<file path="config.mk">
export PLATFORM = sky130hd
export DESIGN_NAME = demux1to5_buffered
export DESIGN_NICKNAME = d
export VERILOG_FILES = /design/src/rtl/demux1to5_buffered.sv
export SDC_FILE = /design/constraint.sdc
export NUM_CORES = 1
export LEC_CHECK = 0
export ABC_AREA = 1
export CAP_MARGIN = 30
export CORE_MARGIN = 1.5
export CORE_UTILIZATION = 51
export DETAILED_ROUTE_END_ITERATION = 7
export GPL_TIMING_DRIVEN = 0
export PLACE_DENSITY = 0.86
export SLEW_MARGIN = 20
export SYNTH_ARGS = -nofsm -noshare
export SYNTH_HDL_FRONTEND = slang
export SYNTH_SLANG_ARGS = --single-unit
</file>
<file path="constraint.sdc">
create_clock -name i_clk -period 2.7 [get_ports i_clk]
set_input_delay 0.27 -clock i_clk [delete_from_list [all_inputs] [get_ports i_clk]]
set_output_delay 0.27 -clock i_clk [all_outputs]
set_load 0.02 [all_outputs]
</file>
<file path="src/rtl/demux1to5_buffered.sv">
// demux1to5_buffered: 1-to-5 valid/ready dispatcher with one-entry slot per channel; DEMUX1TO5_DROP_COUNT_EN adds a saturating drop counter
module demux1to5_buffered #(
  parameter int DATA_WIDTH  = 64,
  parameter int COUNT_WIDTH = 16
) (
  input  logic                   i_clk,
  input  logic                   i_rst,
  input  logic                   i_valid,
  input  logic [2:0]             i_dest,
  input  logic [DATA_WIDTH-1:0]  i_data,
  output logic                   o_ready,
  output logic [4:0]             o_valid,
  output logic [DATA_WIDTH-1:0]  o_data_0,
  output logic [DATA_WIDTH-1:0]  o_data_1,
  output logic [DATA_WIDTH-1:0]  o_data_2,
  output logic [DATA_WIDTH-1:0]  o_data_3,
  output logic [DATA_WIDTH-1:0]  o_data_4,
  input  logic [4:0]             i_ready,
  output logic [COUNT_WIDTH-1:0] o_drop_count
);
  logic [4:0]            slot_valid_q, slot_valid_d;
  logic [DATA_WIDTH-1:0] slot_data_q [5];
  logic [DATA_WIDTH-1:0] slot_data_d [5];
  logic [4:0]            can_accept, load;
  logic [7:0]            ready_by_dest;
  logic                  dest_ok;
  assign dest_ok       = i_dest <= 3'd4;
  assign can_accept    = ~slot_valid_q | i_ready;
  // invalid destinations map to the constant-one upper bits so they never stall
  assign ready_by_dest = {3'b111, can_accept};
  assign o_ready       = ready_by_dest[i_dest];
  assign o_valid       = slot_valid_q;
  assign o_data_0      = slot_data_q[0];
  assign o_data_1      = slot_data_q[1];
  assign o_data_2      = slot_data_q[2];
  assign o_data_3      = slot_data_q[3];
  assign o_data_4      = slot_data_q[4];
  // per-channel refill/drain: a slot may drain and reload in the same cycle
  always_comb begin
    for (int k = 0; k < 5; k++) begin
      load[k]         = i_valid && dest_ok && can_accept[k] && (i_dest == 3'(k));
      slot_valid_d[k] = load[k] | (slot_valid_q[k] & ~i_ready[k]);
      slot_data_d[k]  = load[k] ? i_data : slot_data_q[k];
    end
  end
  // slot registers; reset discards every buffered word
  always_ff @(posedge i_clk) begin
    if (i_rst) begin
      slot_valid_q <= '0;
      for (int k = 0; k < 5; k++) slot_data_q[k] <= '0;
    end else begin
      slot_valid_q <= slot_valid_d;
      slot_data_q  <= slot_data_d;
    end
  end
`ifdef DEMUX1TO5_DROP_COUNT_EN
  logic [COUNT_WIDTH-1:0] drop_count_q, drop_count_d;
  // count accepted invalid-destination words, holding at all-ones
  always_comb drop_count_d = (i_valid && !dest_ok && !(&drop_count_q)) ? drop_count_q + 1'b1 : drop_count_q;
  // drop counter register
  always_ff @(posedge i_clk) drop_count_q <= i_rst ? '0 : drop_count_d;
  assign o_drop_count = drop_count_q;
`else
  assign o_drop_count = '0;
`endif
endmodule

</file>
==> impl_results.md <==
* Status: finished, final reports clean
* Sum Neg Setup Slack at 0 ns
* Die area at between 20000 and 30000 um2
* 1st-pass router iterations at 6
* Layout Cells excl Fill at 2901
* Share of the synthesized area in the top cell type at 48.68%
* Sequential fraction of the synthesis area at 48.68%
* Number of cells after detailed placement at 2840
* Power Density at around 600 nW/um2
* Minimum clock period at 2.198 ns
* CTS tree: built
* Final hold vios at 0
* Pwr Total at 0.01138 W
* First-pass GRT wire length at between 60 and 70 mm
* Post-cts repair resize count at 0
* Gr usage total at between 30% and 40%
* GPL Wtd Cong at around 0.9
* WL/cell at 15.13 um
* Die Y at 164.9 um
* Largest net degree at the start of global routing at 14
* Crit path DAT at 1.93 ns
* Clock root cell: clkbuf_16
* Worst slew margin at 36.47%
* Final Cell Area at 19020 um2
* Post-Syn Area at 13370 um2
* Lkg Pwr at 9.826 nW
* Final #Nets at 2617
* Setup violators final at 0
* Vias in the first global route at 12990
* DR iter-0 viols at about 870
* Share of cells above drive strength 1 at 5.573%
* Pins Over Slew Limit at 0
* Cts bufs inserted at 35
* DP Area at 17850 um2
* Hold WC Path Type: input pin to flip-flop
* CP Class: input pin to primary output
* Detailed-route wire length at about 44 mm
* Synth warnings at 0
* Detail Route Antenna Nets at 0
* RSZ-0062 raised after global routing: no
* Clk pin slew, worst setup/hold paths at 0.06 ns
* Worst setup SP type: input pin
* Grt ovf at 0
* Cells after Synth at roughly 2100
* Yosys top cell by area: dfxtp_1
* Worst skew pair latency at ~0.5 ns
* Fmax achieved at 454.9 MHz
* CP Capture Type: primary output
* Ports at 417
* Layout area overhead at 42.30%
* Count of cell types in the netlist at 15
* Die outline width at 164.9 um
* Residual DRC count at 0
* Layout Skew at between 0.007 and 0.008 ns
* Initial core utilization at around 52%
* Mean post-synth cell area at approximately 6.4 um2
* Final Hold Slack at between 0.4 and 0.5 ns
* CP Data Required Time at 2.43 ns
* Initial antenna violation count at 0
* DP Wirelength at around 32 mm
* Vias/cell at 4.720
* Setup Buffers After CTS at 0
* Final period utilization at 81.42%
* CTS Hold Bufs at 0
* H-tree levels at 2
* Detailed-route via count at roughly 14000
* Max Buffers Root-to-Sink at 3
* Core Box Area at 25910 um2
* Flops & latches, synth at 325
* Worst-Margin Slew at 0.9530 ns
* Synth area leaders: dfxtp_1 49%, nand2_1 18%, nor2_1 18%, inv_1 9.3%, buf_2 2.4%
* Clk sinks at 325
* Total of max-cap violations at 0
* Maximum vdd drop at 0.5945 mV
* Antenna fix cells at 0
* Crit-path max FO at 5
* Site Rows at 59
* PortBufs at 400
## cell usage in the layout (no fill, tap or decap)
master and n:
buf_4 16, clkbuf_8 4, inv_1 331, conb_1 16, bufinv_16 4, nor2_1 645, clkbuf_16 37, nor2_2 1
a21oi_1 4, clkinv_2 5, buf_6 10, nand2_1 654, buf_2 64, dfxtp_1 325, nor4_1 1, nand3b_1 1
clkdlybuf4s50_1 400, clkinv_1 1, clkinvlp_4 2, nand3_1 5, clkbuf_1 40
## routing by layer
layer	vias to the layer above	track usage (%)	part of all wire (%)
li1	6777	-	-
met1	6132	35.63	38
met2	615	53.86	47
met3	168	7.057	8.4
met4	0	18.43	6.1
met5	-	0	0
## report_power, final
group	switching, W	internal (W)
Combinational	0.000842	0.000570
Clock	0.00191	0.00300
Sequential	0.0000945	0.00497
## logic make-up after synthesis
kind of cell / share of synthesized area, %
other cells: 0.02806
buf+inv: 14.33
simple gates: 36.82
compound gates: 0.1498
flops: 48.68
## final cells by class
cell class / count / area, um2
inverters: 332 / 1246
fillers: 1939 / 6890
repair buffers: 400 / 4004
clock buffers: 50 / 1015
multi-input cells: 1327 / 5001
flip-flops and latches: 325 / 6506
well taps: 335 / 419.2
plain buffers: 121 / 669.4
clock inverters: 11 / 160.2
## state kept, by name, summed over array words and instances, names as in the netlist
register / flops
o_data_4: 64
o_data_0: 64
o_data_3: 64
o_data_2: 64
o_data_1: 64
o_valid: 5
## path summary, 6_finish.rpt
kind | start | endpoint | slack [ns] | cells past startpoint
worst max-delay path | i_dest[1] | o_ready | 0.50 | 8
worst min-delay path | i_ready[3] | o_valid[3]$_SDFF_PP0_ | 0.46 | 6
worst max register to register | o_valid[0]$_SDFF_PP0_ | o_data_0[19]$_SDFFE_PP0P_ | 1.05 | 7
worst min register to register | o_data_2[58]$_SDFFE_PP0P_ | o_data_2[58]$_SDFFE_PP0P_ | 0.51 | 4
## per-stage QoR
step | worst slack [ns] | util (%)
floorplan | 1.417 | -
global placement | 0.2166 | 68.87
detailed placement | 0.1507 | 68.87
CTS | 0.5287 | 73.41
global route | 0.4095 | 73.41
finish | 0.5016 | 73.41
## synth_stat cells
| cell | n |
|---|---|
| clkbuf_1 | 31 |
| a21oi_1 | 4 |
| nor4_1 | 1 |
| inv_1 | 331 |
| nand2_1 | 654 |
| nand3b_1 | 1 |
| nor2_2 | 1 |
| dfxtp_1 | 325 |
| nor2_1 | 645 |
| clkinv_1 | 1 |
| buf_2 | 64 |
| nand3_1 | 5 |
| conb_1 | 1 |
| buf_6 | 10 |
| buf_4 | 16 |
## critical path, stage by stage
cell	delay, ns
clkdlybuf4s50_1	0.57
inv_1	0.06
nor2_1	0.13
nand2_1	0.07
nand2_1	0.06
nor2_1	0.05
nor2_1	0.08
clkdlybuf4s50_1	0.64
Note: power is estimated with default switching activity, not from simulation.
